### config.mk
export PLATFORM = sky130hd
export DESIGN_NAME = axi_lite_multi_adder_flat
export DESIGN_NICKNAME = d
export VERILOG_FILES = /design/src/rtl/axi_lite_multi_adder_if.sv /design/src/rtl/axi_lite_multi_adder.sv /design/src/flat_wrapper.sv
export SDC_FILE = /design/constraint.sdc
export NUM_CORES = 1
export LEC_CHECK = 0
export ABC_CLOCK_PERIOD_IN_PS = 3440
export BUFFER_PORTS_ARGS = -buffer_cell sky130_fd_sc_hd__buf_2
export CAP_MARGIN = 10
export CORE_MARGIN = 1.5
export CORE_UTILIZATION = 35
export CTS_CLUSTER_SIZE = 14
export DETAILED_ROUTE_END_ITERATION = 8
export GPL_TIMING_DRIVEN = 0
export MAX_ROUTING_LAYER = met4
export PLACE_DENSITY = 0.62
export SKIP_LAST_GASP = 1
export SLEW_MARGIN = 30
export SYNTH_ARGS = -nofsm -noshare
export SYNTH_HDL_FRONTEND = slang
export SYNTH_SLANG_ARGS = --single-unit
export TNS_END_PERCENT = 10
### constraint.sdc
create_clock -name s1_axi_aclk -period 3.44 [get_ports s1_axi_aclk]
set_clock_uncertainty 0.05 [all_clocks]
set_input_delay 0 -clock s1_axi_aclk [delete_from_list [all_inputs] [get_ports s1_axi_aclk]]
set_output_delay 0 -clock s1_axi_aclk [all_outputs]
set_load 0.005 [all_outputs]
### src/rtl/axi_lite_multi_adder_if.sv
// AXI4-Lite bus bundle for the multi-channel adder slave.
// The slave modport is the adder's view of the bus; the master modport is the
// initiator's view. Clock and reset travel as plain ports beside this bundle.
interface axi_lite_multi_adder_if #(
  parameter int DATA_WIDTH = 32,
  parameter int ADDR_WIDTH = 8,
  parameter int RESP_WIDTH = 2
);
  logic [ADDR_WIDTH-1:0]   awaddr;
  logic                    awvalid;
  logic                    awready;
  logic [DATA_WIDTH-1:0]   wdata;
  logic [DATA_WIDTH/8-1:0] wstrb;
  logic                    wvalid;
  logic                    wready;
  logic [RESP_WIDTH-1:0]   bresp;
  logic                    bvalid;
  logic                    bready;
  logic [ADDR_WIDTH-1:0]   araddr;
  logic                    arvalid;
  logic                    arready;
  logic [DATA_WIDTH-1:0]   rdata;
  logic [RESP_WIDTH-1:0]   rresp;
  logic                    rvalid;
  logic                    rready;

  modport slave (
    input  awaddr, awvalid, wdata, wstrb, wvalid, bready, araddr, arvalid, rready,
    output awready, wready, bresp, bvalid, arready, rdata, rresp, rvalid
  );

  modport master (
    output awaddr, awvalid, wdata, wstrb, wvalid, bready, araddr, arvalid, rready,
    input  awready, wready, bresp, bvalid, arready, rdata, rresp, rvalid
  );
endinterface

### src/rtl/axi_lite_multi_adder.sv
// AXI4-Lite slave with NUM_CH independent adder channels (OPA, OPB, RESULT,
// STATUS at 16*c), a CTRL clear register at 0x80 and SLVERR on bad addresses.
// Optional macro ADDER_IRQ_EN adds IRQ_STAT (0x84, W1C) and the adder_irq port.
module axi_lite_multi_adder #(
  parameter int DATA_WIDTH = 32,
  parameter int ADDR_WIDTH = 8,
  parameter int NUM_CH     = 4,
  parameter int RESP_WIDTH = 2
) (
  input  logic                  s1_axi_aclk,
  input  logic                  s1_axi_areset,
  axi_lite_multi_adder_if.slave s1_axi
`ifdef ADDER_IRQ_EN
  ,
  output logic                  adder_irq
`endif
);
  localparam int STRB_WIDTH = DATA_WIDTH / 8;
  localparam logic [3:0] NUM_CH_W = 4'(NUM_CH);
  localparam logic [RESP_WIDTH-1:0] RESP_OKAY   = '0;
  localparam logic [RESP_WIDTH-1:0] RESP_SLVERR = RESP_WIDTH'(2);

  typedef enum logic [2:0] {K_OPA, K_OPB, K_RESULT, K_STATUS, K_CTRL, K_IRQ, K_BAD} addr_kind_e;

  // Classify an address; bits [1:0] are don't-care, anything above 0xFF is unmapped.
  function automatic addr_kind_e decode_kind(input logic [ADDR_WIDTH-1:0] a);
    addr_kind_e k;
    k = K_BAD;
    if ((a >> 8) == '0) begin
      if (!a[7]) begin
        if ({1'b0, a[6:4]} < NUM_CH_W) begin
          case (a[3:2])
            2'd0:    k = K_OPA;
            2'd1:    k = K_OPB;
            2'd2:    k = K_RESULT;
            default: k = K_STATUS;
          endcase
        end
      end else if (a[6:2] == 5'd0) begin
        k = K_CTRL;
      end
`ifdef ADDER_IRQ_EN
      else if (a[6:2] == 5'd1) begin
        k = K_IRQ;
      end
`endif
    end
    return k;
  endfunction

  function automatic logic [DATA_WIDTH-1:0] merge_bytes(input logic [DATA_WIDTH-1:0] old_v,
                                                       input logic [DATA_WIDTH-1:0] new_v,
                                                       input logic [STRB_WIDTH-1:0] strb);
    logic [DATA_WIDTH-1:0] m;
    m = old_v;
    for (int b = 0; b < STRB_WIDTH; b++) begin
      if (strb[b]) m[8*b +: 8] = new_v[8*b +: 8];
    end
    return m;
  endfunction

  // Write-side holding registers
  logic                    aw_held_reg, w_held_reg, bvalid_reg;
  logic [ADDR_WIDTH-1:0]   aw_addr_reg;
  logic [DATA_WIDTH-1:0]   w_data_reg;
  logic [STRB_WIDTH-1:0]   w_strb_reg;
  logic [RESP_WIDTH-1:0]   bresp_reg;
  logic                    awready_int, wready_int, arready_int;
  logic                    wr_commit, wr_ok, wr_ctrl_clear;
  addr_kind_e              wr_kind;
  logic [2:0]              wr_ch;

  // Channel state
  logic [DATA_WIDTH-1:0]   opa_reg    [NUM_CH];
  logic [DATA_WIDTH-1:0]   opb_reg    [NUM_CH];
  logic [DATA_WIDTH-1:0]   result_reg [NUM_CH];
  logic                    carry_reg  [NUM_CH];
  logic                    valid_reg  [NUM_CH];
  logic                    pend_a_reg [NUM_CH];
  logic                    pend_b_reg [NUM_CH];
  logic [NUM_CH-1:0]       fire_vec;

  // Read side
  logic                    rvalid_reg;
  logic [DATA_WIDTH-1:0]   rdata_reg, rd_data_next;
  logic [RESP_WIDTH-1:0]   rresp_reg, rd_resp_next;
  addr_kind_e              rd_kind;
  logic [2:0]              rd_ch;

  // A ready stays low from its own handshake until the response has drained.
  assign awready_int = ~aw_held_reg & ~bvalid_reg;
  assign wready_int  = ~w_held_reg & ~bvalid_reg;
  assign arready_int = ~rvalid_reg;

  assign s1_axi.awready = awready_int;
  assign s1_axi.wready  = wready_int;
  assign s1_axi.bvalid  = bvalid_reg;
  assign s1_axi.bresp   = bresp_reg;
  assign s1_axi.arready = arready_int;
  assign s1_axi.rvalid  = rvalid_reg;
  assign s1_axi.rdata   = rdata_reg;
  assign s1_axi.rresp   = rresp_reg;

  assign wr_commit     = aw_held_reg & w_held_reg & ~bvalid_reg;
  assign wr_kind       = decode_kind(aw_addr_reg);
  assign wr_ch         = aw_addr_reg[6:4];
  assign wr_ok         = (wr_kind == K_OPA) || (wr_kind == K_OPB) ||
                         (wr_kind == K_CTRL) || (wr_kind == K_IRQ);
  assign wr_ctrl_clear = wr_commit && (wr_kind == K_CTRL) && w_strb_reg[0] && w_data_reg[0];

  // Capture AW and W independently, commit once both are held, then hold B until bready.
  always_ff @(posedge s1_axi_aclk) begin
    if (s1_axi_areset) begin
      aw_held_reg <= 1'b0;
      w_held_reg  <= 1'b0;
      aw_addr_reg <= '0;
      w_data_reg  <= '0;
      w_strb_reg  <= '0;
      bvalid_reg  <= 1'b0;
      bresp_reg   <= RESP_OKAY;
    end else begin
      if (s1_axi.awvalid && awready_int) begin
        aw_held_reg <= 1'b1;
        aw_addr_reg <= s1_axi.awaddr;
      end
      if (s1_axi.wvalid && wready_int) begin
        w_held_reg <= 1'b1;
        w_data_reg <= s1_axi.wdata;
        w_strb_reg <= s1_axi.wstrb;
      end
      if (wr_commit) begin
        aw_held_reg <= 1'b0;
        w_held_reg  <= 1'b0;
        bvalid_reg  <= 1'b1;
        bresp_reg   <= wr_ok ? RESP_OKAY : RESP_SLVERR;
      end else if (bvalid_reg && s1_axi.bready) begin
        bvalid_reg <= 1'b0;
      end
    end
  end

  for (genvar gi = 0; gi < NUM_CH; gi++) begin : g_ch
    logic              wr_opa, wr_opb;
    logic [DATA_WIDTH:0] sum;

    assign wr_opa       = wr_commit && (wr_ch == 3'(gi)) && (wr_kind == K_OPA);
    assign wr_opb       = wr_commit && (wr_ch == 3'(gi)) && (wr_kind == K_OPB);
    assign sum          = {1'b0, opa_reg[gi]} + {1'b0, opb_reg[gi]};
    assign fire_vec[gi] = pend_a_reg[gi] & pend_b_reg[gi];

    // Operand capture and add; a write landing in the compute cycle re-arms its PEND bit.
    always_ff @(posedge s1_axi_aclk) begin
      if (s1_axi_areset || wr_ctrl_clear) begin
        opa_reg[gi]    <= '0;
        opb_reg[gi]    <= '0;
        result_reg[gi] <= '0;
        carry_reg[gi]  <= 1'b0;
        valid_reg[gi]  <= 1'b0;
        pend_a_reg[gi] <= 1'b0;
        pend_b_reg[gi] <= 1'b0;
      end else begin
        if (fire_vec[gi]) begin
          result_reg[gi] <= sum[DATA_WIDTH-1:0];
          carry_reg[gi]  <= sum[DATA_WIDTH];
          valid_reg[gi]  <= 1'b1;
          pend_a_reg[gi] <= 1'b0;
          pend_b_reg[gi] <= 1'b0;
        end
        if (wr_opa) begin
          opa_reg[gi]    <= merge_bytes(opa_reg[gi], w_data_reg, w_strb_reg);
          pend_a_reg[gi] <= 1'b1;
          if (!fire_vec[gi]) valid_reg[gi] <= 1'b0;
        end
        if (wr_opb) begin
          opb_reg[gi]    <= merge_bytes(opb_reg[gi], w_data_reg, w_strb_reg);
          pend_b_reg[gi] <= 1'b1;
          if (!fire_vec[gi]) valid_reg[gi] <= 1'b0;
        end
      end
    end
  end

`ifdef ADDER_IRQ_EN
  logic [NUM_CH-1:0] irq_stat_reg, irq_stat_next;
  logic              adder_irq_reg;
  logic              wr_irq_clr;

  assign wr_irq_clr = wr_commit && (wr_kind == K_IRQ) && w_strb_reg[0];
  assign adder_irq  = adder_irq_reg;

  // W1C clear first, then new completions, so a same-cycle set wins; CTRL clear dominates.
  always_comb begin
    irq_stat_next = irq_stat_reg;
    if (wr_irq_clr) irq_stat_next = irq_stat_next & ~w_data_reg[NUM_CH-1:0];
    irq_stat_next = irq_stat_next | fire_vec;
    if (wr_ctrl_clear) irq_stat_next = '0;
  end

  // Interrupt status and the registered OR that drives the pin.
  always_ff @(posedge s1_axi_aclk) begin
    if (s1_axi_areset) begin
      irq_stat_reg  <= '0;
      adder_irq_reg <= 1'b0;
    end else begin
      irq_stat_reg  <= irq_stat_next;
      adder_irq_reg <= |irq_stat_next;
    end
  end
`endif

  assign rd_kind = decode_kind(s1_axi.araddr);
  assign rd_ch   = s1_axi.araddr[6:4];

  // Read mux over the current register contents.
  always_comb begin
    rd_data_next = '0;
    rd_resp_next = RESP_OKAY;
    for (int c = 0; c < NUM_CH; c++) begin
      if (rd_ch == 3'(c)) begin
        case (rd_kind)
          K_OPA:    rd_data_next = opa_reg[c];
          K_OPB:    rd_data_next = opb_reg[c];
          K_RESULT: rd_data_next = result_reg[c];
          K_STATUS: rd_data_next = DATA_WIDTH'({pend_b_reg[c], pend_a_reg[c], carry_reg[c], valid_reg[c]});
          default:  ;
        endcase
      end
    end
`ifdef ADDER_IRQ_EN
    if (rd_kind == K_IRQ) rd_data_next = DATA_WIDTH'(irq_stat_reg);
`endif
    if (rd_kind == K_CTRL || rd_kind == K_BAD) begin
      rd_data_next = '0;
      rd_resp_next = RESP_SLVERR;
    end
  end

  // AR handshake samples the mux; R is held stable until rready.
  always_ff @(posedge s1_axi_aclk) begin
    if (s1_axi_areset) begin
      rvalid_reg <= 1'b0;
      rdata_reg  <= '0;
      rresp_reg  <= RESP_OKAY;
    end else if (s1_axi.arvalid && arready_int) begin
      rvalid_reg <= 1'b1;
      rdata_reg  <= rd_data_next;
      rresp_reg  <= rd_resp_next;
    end else if (rvalid_reg && s1_axi.rready) begin
      rvalid_reg <= 1'b0;
    end
  end
endmodule
### src/flat_wrapper.sv
// flat-port wrapper written by rule: the top's interface ports become plain ports
module axi_lite_multi_adder_flat 
#(
  parameter int DATA_WIDTH = 32,
  parameter int ADDR_WIDTH = 8,
  parameter int NUM_CH     = 4,
  parameter int RESP_WIDTH = 2
)
  (s1_axi_aclk, s1_axi_areset, s1_axi_awaddr, s1_axi_awvalid, s1_axi_wdata, s1_axi_wstrb, s1_axi_wvalid, s1_axi_bready, s1_axi_araddr, s1_axi_arvalid, s1_axi_rready, s1_axi_awready, s1_axi_wready, s1_axi_bresp, s1_axi_bvalid, s1_axi_arready, s1_axi_rdata, s1_axi_rresp, s1_axi_rvalid);
  axi_lite_multi_adder_if #(.DATA_WIDTH(DATA_WIDTH), .ADDR_WIDTH(ADDR_WIDTH), .RESP_WIDTH(RESP_WIDTH)) s1_axi_i ();
  input  logic s1_axi_aclk;
  input  logic s1_axi_areset;
  input wire logic [$bits(s1_axi_i.awaddr)-1:0] s1_axi_awaddr;
  input wire logic [$bits(s1_axi_i.awvalid)-1:0] s1_axi_awvalid;
  input wire logic [$bits(s1_axi_i.wdata)-1:0] s1_axi_wdata;
  input wire logic [$bits(s1_axi_i.wstrb)-1:0] s1_axi_wstrb;
  input wire logic [$bits(s1_axi_i.wvalid)-1:0] s1_axi_wvalid;
  input wire logic [$bits(s1_axi_i.bready)-1:0] s1_axi_bready;
  input wire logic [$bits(s1_axi_i.araddr)-1:0] s1_axi_araddr;
  input wire logic [$bits(s1_axi_i.arvalid)-1:0] s1_axi_arvalid;
  input wire logic [$bits(s1_axi_i.rready)-1:0] s1_axi_rready;
  output wire logic [$bits(s1_axi_i.awready)-1:0] s1_axi_awready;
  output wire logic [$bits(s1_axi_i.wready)-1:0] s1_axi_wready;
  output wire logic [$bits(s1_axi_i.bresp)-1:0] s1_axi_bresp;
  output wire logic [$bits(s1_axi_i.bvalid)-1:0] s1_axi_bvalid;
  output wire logic [$bits(s1_axi_i.arready)-1:0] s1_axi_arready;
  output wire logic [$bits(s1_axi_i.rdata)-1:0] s1_axi_rdata;
  output wire logic [$bits(s1_axi_i.rresp)-1:0] s1_axi_rresp;
  output wire logic [$bits(s1_axi_i.rvalid)-1:0] s1_axi_rvalid;
  assign s1_axi_i.awaddr = s1_axi_awaddr;
  assign s1_axi_i.awvalid = s1_axi_awvalid;
  assign s1_axi_i.wdata = s1_axi_wdata;
  assign s1_axi_i.wstrb = s1_axi_wstrb;
  assign s1_axi_i.wvalid = s1_axi_wvalid;
  assign s1_axi_i.bready = s1_axi_bready;
  assign s1_axi_i.araddr = s1_axi_araddr;
  assign s1_axi_i.arvalid = s1_axi_arvalid;
  assign s1_axi_i.rready = s1_axi_rready;
  assign s1_axi_awready = s1_axi_i.awready;
  assign s1_axi_wready = s1_axi_i.wready;
  assign s1_axi_bresp = s1_axi_i.bresp;
  assign s1_axi_bvalid = s1_axi_i.bvalid;
  assign s1_axi_arready = s1_axi_i.arready;
  assign s1_axi_rdata = s1_axi_i.rdata;
  assign s1_axi_rresp = s1_axi_i.rresp;
  assign s1_axi_rvalid = s1_axi_i.rvalid;
  axi_lite_multi_adder #(.DATA_WIDTH(DATA_WIDTH), .ADDR_WIDTH(ADDR_WIDTH), .NUM_CH(NUM_CH), .RESP_WIDTH(RESP_WIDTH)) u_core (.s1_axi_aclk(s1_axi_aclk), .s1_axi_areset(s1_axi_areset), .s1_axi(s1_axi_i));
endmodule
After elaboration in Yosys (flattened, before gate mapping)
Memories as Yosys holds them, arrays and structs flattened.
Index checks and enable logic that the tools add are counted.
{"block": "word_totals", "reg_bits": 84, "mem_count": 7, "mem_bits_rw": 400, "inputBits": 59, "output_inout_bits": 41}
{"name": "u_core.opa_reg", "words": 4, "word_bits": 32, "rd": 4, "rd_ports_with_merged_regs": 0, "write_ports": 4, "line_no": "axi_lite_multi_adder.sv:74", "rtl": "logic [DATA_WIDTH-1:0] opa_reg [NUM_CH];"}
{"name": "u_core.opb_reg", "words": 4, "word_bits": 32, "rd": 4, "rd_ports_with_merged_regs": 0, "write_ports": 4, "line_no": "axi_lite_multi_adder.sv:75", "rtl": "logic [DATA_WIDTH-1:0] opb_reg [NUM_CH];"}
{"name": "u_core.result_reg", "words": 4, "word_bits": 32, "rd": 4, "rd_ports_with_merged_regs": 0, "write_ports": 4, "line_no": "axi_lite_multi_adder.sv:76", "rtl": "logic [DATA_WIDTH-1:0] result_reg [NUM_CH];"}
{"name": "u_core.carry_reg", "words": 4, "word_bits": 1, "rd": 4, "rd_ports_with_merged_regs": 0, "write_ports": 4, "line_no": "axi_lite_multi_adder.sv:77", "rtl": "logic carry_reg [NUM_CH];"}
{"name": "u_core.pend_a_reg", "words": 4, "word_bits": 1, "rd": 4, "rd_ports_with_merged_regs": 0, "write_ports": 4, "line_no": "axi_lite_multi_adder.sv:79", "rtl": "logic pend_a_reg [NUM_CH];"}
{"name": "u_core.pend_b_reg", "words": 4, "word_bits": 1, "rd": 4, "rd_ports_with_merged_regs": 0, "write_ports": 4, "line_no": "axi_lite_multi_adder.sv:80", "rtl": "logic pend_b_reg [NUM_CH];"}
{"name": "1 more memories"}
{"block": "classes", "eq_ne": 18, "n_mux": 229, "bitwise": 56, "order_cmp": 2, "addsub": 4, "n_reduce_logical": 36}
{"cell": "$mux W8", "n": 96}
{"cell": "$mux W32", "n": 17}
{"cell": "$pmux W32 S4", "n": 4}
{"cell": "$add A32 B32 Y33", "n": 4}
{"cell": "$mux W1", "n": 102}
{"cell": "$or A1 B1 Y1", "n": 44}
{"cell": "$logic_and A1 B1 Y1", "n": 20}
{"cell": "$eq A3 B2 Y1 const B", "n": 6}
{"cell": "$eq A3 B1 Y1 const B", "n": 4}
{"cell": "$eq A3 B3 Y1 const B", "n": 4}
{"cell": "$logic_not A3 Y1", "n": 4}
{"cell": "$mux W3", "n": 4}
{"cell": "$pmux W2 S3", "n": 2}
{"cell": "$logic_not A5 Y1", "n": 2}
{"cell": "$and A1 B1 Y1", "n": 8}
{"cell": "$mux W2", "n": 4}
{"cell": "$lt A3 B3 Y1 const B", "n": 2}
{"cell": "$logic_or A1 B1 Y1", "n": 5}
{"cell": "$eq A2 B1 Y1 const B", "n": 2}
{"cell": "$eq A2 B2 Y1 const B", "n": 2}
{"cell": "$logic_not A2 Y1", "n": 2}
{"cell": "$not A1 Y1", "n": 4}
{"cell": "$reduce_bool A2 Y1", "n": 2}
{"cell": "$reduce_or A2 Y1", "n": 1}

Depth between registers and ports, before layout
Gate-level depths: netlist (run 1).
{"block": "logic_depth", "ltp_word": 14, "ltp_mapped": 12, "ltp_nobuf": 12}

Worst setup path before layout (run 1)
OpenSTA, ideal clock, no wires.
{"block": "synth_path", "path_type": "register -> register", "start": "mem u_core.opb_reg[1][8] (netlist: u_core.opb_reg[0][40])", "end": "mem u_core.result_reg[1][27] (data pin)", "required_ns": 3.135, "path_stages_with_launch": 11, "arrival_ns": 2.577, "period_less_slack_ns": 2.883, "slack_ns": 0.557, "setup_ns": 0.255, "cell_sequence": "edfxtp_1 -> ha_1 -> buf_6 -> a21o_1 -> a21o_1 -> a21o_1 -> a311o_1 -> a311oi_2 -> nor3_1 -> or4_1 -> and3_1"}
{"element": "from (decl)", "line_no": "axi_lite_multi_adder.sv:75"}
{"element": "to (decl)", "line_no": "axi_lite_multi_adder.sv:76"}

==> impl_metrics.yaml, run 1 <==
run_status:
  status: "complete, but fails checks"
  violations: "negative setup slack"
drt:
  final_antenna_net_count: 0
  drt_iter0_drc: 2761
  vias: 22000
  viasPerCell: 5.75
  wl_um: 94600
  routedWlPerCell_um: 24.7
  drtPass1Iterations: 6
  drc: 0
sta:
  setup-violations-final: 44
  whs_ps: 89.5
  fin_crit_sh_pct: 103
  fin_crit_ps: 3540
  worst_pin_slew_ps: 1130
  slew_violations: 0
  finalHoldViolations: 0
  fmax_mhz: 283
  relSlewSlack_pct: 24.8
  rsz0062_at_grt: "true"
  setup_ws_ps: -97.7
grt:
  grt_pass1_wl_um: 137000
  grt_max_degree: 35
  grt_use_total_pct: 24.6
  grt_overflow_total: 0
  antenna_found_initial: 5
  grt_pass1_vias: 20700
worst_setup_path:
  worstSetupEndpoint: "u_core.result_reg[1][14]"
  cp-start-kind: "flip-flop"
  r2r-start: "u_core.aw_addr_reg[5]"
  endpoint_kind: "flip-flop"
  worstPathMaxFanout: 10
  critical_path_class: "flip-flop to flip-flop"
  r2r_end: "u_core.result_reg[1][14]"
  arrival_ps: 3940
  crit_start: "u_core.aw_addr_reg[5]"
  r2r_cells: 8
  cp.required_ps: 3840
  reg2reg_slack_ps: -100
clocking:
  clk_latency_ps: 610
  cts_tree: "built"
  root_buffer: "clkbuf_16"
  clockBufferDepth: 3
  cts_buffers: 54
  cts_num_sinks: 480
  htreeDepth: 2
  cts.reportedPaths.clkPinSlew_ps: 60
logic_synthesis:
  synth.top_cell.area_share_pct: 45.2
  synth_seq_cells: 480
  synth_async_sr_flop_share_pct: 0
  synth_area_um2: 26600
  synth_edf_count: 400
  ys.flop_type: "edfxtp_1"
  syn_inst: 2599
  synth_warnings: 0
  synth_top_area_cell: "edfxtp_1"
  synth.distinct_cells: 78
  avgSynthCellArea_um2: 10.2
  ys_seq_area_share_pct: 51.3
  synthTopCellsByArea: "edfxtp_1 (45%), and2_1 (6.4%), dfxtp_1 (6.0%)"
worst_hold_path:
  hp-class: "input pin to flip-flop"
  min_from: "s1_axi_awvalid"
power:
  power.total_mw: 15.1
  peakVddDrop_mv: 0.336
  leakagePower_nw: 12.0
  power.density_nw_per_um2: 483
placement:
  hpwl_um: 70200
  place.port_buffers: 90
  routabilityCongestion: 0.990
  dpl_cell_area_um2: 28300
layout:
  fin_nets: 3004
  fillers: 7230
  stdcell_area_um2: 31300
  drive_gt1_share_pct: 10.7
  areaGrowthSynthToFinish_pct: 17.9
die:
  boundaryPins: 100
  fp.dieW_um: 278
  dieArea_um2: 77500
  row_count: 100
  initial_core_util_pct: 35.5
  core-area_um2: 74800
  dieHeight_um: 278
flow_run:
  drv_cap: 0
==> through the flow <==
step           setup TNS (ps)  utilization [%]  cells  setup slack (ps)
2_1_floorplan               0                -   2600               557
3_3_place_gp          -123010             37.7   3659              -675
3_5_place_dp          -133520             37.8   3662              -706
4_1_cts                 -3740             41.6   3823              -153
5_1_grt                 -7000             41.9   3832              -124
6_report                -1970             41.9   3832             -97.7
==> critical path, cell delays in order (launching register included) <==
cell      delay (ps)
dfxtp_1          300
buf_2            270
o31a_1           180
nor3_2            60
a21oi_2          810
nand3_1          650
clkbuf_2         460
clkbuf_1         370
nor2_1           220
==> layer usage <==
metal,routed length (um),track usage [%],vias up
met1,41200,34.3,10700
met5,0,-,-
met3,10400,5.50,167
met2,40000,35.5,1142
met4,3020,7.62,0
li1,-,-,10000
==> Yosys cell counts (60+ instances only) <==
library cell	instances
a21oi_1	195
nand3_1	90
nand2_1	334
and2_1	271
clkbuf_1	110
edfxtp_1	400
a22oi_1	84
o21ai_0	67
dfxtp_1	80
a21o_1	60
ha_1	128
nor2_1	152
==> how the worst min path moves through the flow <==
stage | endpoint | slack [ps] | cells after the start
after floorplan | u_core.s1_axi.rvalid | 50 | 1
after detailed placement | u_core.s1_axi.rvalid | 140 | 2
after global placement | u_core.s1_axi.rvalid | 140 | 2
final | u_core.aw_held_reg | 90 | 4
after global routing | u_core.aw_held_reg | 120 | 4
after CTS | u_core.aw_held_reg | 60 | 4
==> logic make-up after synthesis <==
group | share of synthesized area [%]
buffers and inverters | 2.93
multiplexers | 0.490
AO/OA/AOI/OAI | 17.1
other | 0.0141
adder cells (fa/ha/maj) | 6.33
AND/OR/NAND/NOR | 19.2
flip-flops | 51.3
XOR/XNOR | 2.70
==> cell usage in the layout, fill, tap and decap left out, drive strengths merged, types with 43 or more instances in the layout <==
cell and count:
and2 271, xnor2 43, nor2 152, a21o 61, o21ai 71, nand3 90
inv 60, nor3 43, buf 129, nand2 334, a22oi 84, dlygate4sd3 59
clkbuf 188, ha 128, edfxtp 400, dfxtp 80, a21oi 196
==> power by group <==
part,internal (mW),leakage (nW),switching (mW)
Combinational,0.511,6.11,0.964
Clock,4.31,1.06,2.55
Sequential,6.53,4.80,0.260
==> timing repair <==
item                                   CTS  global route
pin swaps                                1             4
setup buffers                            1             5
endpoints found under the hold margin   45             0
gates resized for setup                 31            52
hold buffers                            59             0
setup endpoints to repair              332           337
==> cell type report <==
type	instances	area [um2]	area share, %
inverter	58	218	0.695
clock inverter	25	410	1.31
clock buffer	77	1720	5.50
antenna	4	10.0	0.0320
buffer	141	587	1.87
timing repair buffer	158	1160	3.71
sequential	480	13600	43.5
tap	969	1210	3.87
multi-input combinational	1920	12400	39.6
No activity file was read; power rests on OpenSTA's default activity.
==> inputs of run 2 (changes only) <==
- CORE_ASPECT_RATIO: unset -> 0.7
==> run 2 against run 1 <==
Compared with the run above: the run still ends with negative setup slack left; power shrank 9.7%; sequential cell count is the same; non-clock buffer count shrank 11; hold slack lost 9.0 ps; utilization shrank 1.1 points; final cell count shrank 0.23%; sequential power is essentially flat; worst setup slack lost 130 ps; global-route usage grew 0.82 points; fmax shrank 3.5%; largest power group is now registers.
==> impl_metrics.yaml, run 2 (synthesis results as in run 1) <==
run_status:
  status: "complete, but fails checks"
  violations: "negative setup slack"
layout:
  final_cell_count_no_fill: 3823
  fin_nets: 2986
  areaGrowthSynthToFinish_pct: 15.3
  drive_gt1_share_pct: 10.2
  most-common-layout-cells: "edfxtp_1 (400), nand2_1 (307), and2_1 (271)"
  fillers: 7264
  final_common_cell: "edfxtp_1"
  final_util_pct: 40.8
placement:
  placed_cells: 3682
  routabilityCongestion: 1.01
  hpwl_um: 74500
  place.port_buffers: 90
power:
  combPwrFrac_pct: 11.1
  leakagePower_nw: 11.6
  p_int_mw: 9.96
  power.total_mw: 13.7
  seq_power_share_pct: 49.5
  p_sw_mw: 3.71
  switching_share_pct: 27.1
  power_frac_clock_pct: 39.4
  power.density_nw_per_um2: 446
  peakVddDrop_mv: 0.373
grt:
  grt_overflow_total: 0
  antenna_found_initial: 6
  grt_max_degree: 35
  grt_use_total_pct: 25.4
  grt_pass1_wl_um: 139000
  grt_pass1_vias: 20200
die:
  row_count: 84
  initial_core_util_pct: 35.3
  core-area_um2: 75100
  dieArea_um2: 77600
  fp.dieW_um: 332
  dieHeight_um: 233
  boundaryPins: 100
worst_setup_path:
  worstPathMaxFanout: 10
  cp.required_ps: 3690
  worstPathCellList: "buf_2, o31a_1, nor3_1, a21oi_4, nand3_1, clkbuf_2, clkbuf_1, nor2_1"
  cp-start-kind: "flip-flop"
  arrival_ps: 3920
  endpoint_kind: "flip-flop"
  max_stage_delay_ps: 740
  slowest_stage: "clkbuf_1"
  cpLargestDelayFamily: "buffers and inverters"
  cp.buffers_inverters: 3
  critical_path_class: "flip-flop to flip-flop"
sta:
  setup_ws_ps: -227
  relSlewSlack_pct: 20.4
  setup-violations-final: 71
  finalHoldViolations: 0
  fin_crit_ps: 3670
  fmax_mhz: 273
  rsz0062_at_grt: "true"
  fin_crit_sh_pct: 107
  worst_pin_slew_ps: 1190
  slew_violations: 0
clocking:
  htreeDepth: 2
  clockBufferDepth: 3
  root_buffer: "clkbuf_16"
  cts_buffers: 47
  cts_tree: "built"
  clk_latency_ps: 610
  cts_num_sinks: 480
  cts.reportedPaths.clkPinSlew_ps: 70
worst_hold_path:
  hp-class: "input pin to flip-flop"
drt:
  drc: 0
  drtPass1Iterations: 9
  routedWlPerCell_um: 25.8
  viasPerCell: 5.83
  drt_iter0_drc: 3092
  wl_um: 98500
  final_antenna_net_count: 0
  vias: 22300
flow_run:
  drv_cap: 0
## run 2: cell count changes in the layout (fill, tap and decap cells not counted), moves of 3 or more
cell           delta
clkbuf_8          +3
clkbuf_16        -15
clkbuf_4          +3
dlygate4sd3_1    -13
bufinv_16        -10
o31ai_1           +4
o31ai_2           -4
nand2_2           +3
nand2_1           -3
## run 2: worst reg2reg max path, delay by kind of cell, from the launching register on
kind / cells / cell delay, ps
buffers and inverters: 3 / 1420
AO/OA/AOI/OAI: 2 / 560
AND/OR/NAND/NOR: 3 / 1060
flip-flops: 1 / 290
## run 2: final timing paths
kind	startpoint	to	slack [ps]	cells after the start
hold reg to reg	u_core.s1_axi.rdata[18]	u_core.s1_axi.rdata[18]	410	2
hold / removal	s1_axi_awvalid	u_core.aw_held_reg	80	4
setup / recovery	u_core.aw_addr_reg[5]	u_core.result_reg[2][26]	-230	8
setup reg to reg	u_core.aw_addr_reg[5]	u_core.result_reg[2][26]	-230	8
## run 2: layer usage
metal  part of all wire [%]  vias to the layer above  GRT usage, %
met5                      0                        -             -
met4                    1.7                        0          4.56
met3                     16                      120          10.1
met2                     36                     1339          30.9
met1                     46                    10800          38.4
li1                       -                    10000             -
## run 2: layout make-up
class	instances	area, um2	area share [%]
Antenna cell	2	5.00	0.0163
Buffer	142	597	1.95
Clock buffer	69	1410	4.60
Clock inverter	17	126	0.413
Inverter	58	218	0.711
Multi-Input combinational cell	1920	12400	40.5
Sequential cell	480	13600	44.4
Tap cell	989	1240	4.04
Timing Repair Buffer	146	1020	3.34
## run 2: what timing repair did
| action | 4_1_cts | 5_1_grt |
|---|---|---|
| setup endpoints to repair | 341 | 358 |
| endpoints found under the hold margin | 45 | 0 |
| pin swaps | 0 | 7 |
| gates resized for setup | 31 | 57 |
| setup buffers | 0 | 7 |
| hold buffers | 46 | 0 |
## run 2: through the flow
| stage | hold WS [ps] | setup WS, ps | instance area, um2 | setup TNS, ps |
|---|---|---|---|---|
| 3_3_place_gp | 140 | -886 | 28300 | -152080 |
| 3_5_place_dp | 139 | -601 | 28300 | -127920 |
| 4_1_cts | 39.7 | -181 | 30400 | -21510 |
| 6_report | 80.5 | -227 | 30600 | -4850 |
| 5_1_grt | 100 | -226 | 30600 | -18360 |
| 2_1_floorplan | 50.1 | 557 | 26600 | 0 |
## run 2: power groups by stage
| stage | logic, mW | registers (mW) | clock network (mW) |
|---|---|---|---|
| 6_report | 1.52 | 6.77 | 5.38 |
| 5_1_grt | 1.62 | 6.78 | 5.60 |
| 4_1_cts | 1.44 | 6.76 | 5.36 |
| 3_5_place_dp | 1.38 | 6.88 | 0 |
| 3_3_place_gp | 1.37 | 6.89 | 0 |
| 2_1_floorplan | 0.898 | 6.75 | 0 |
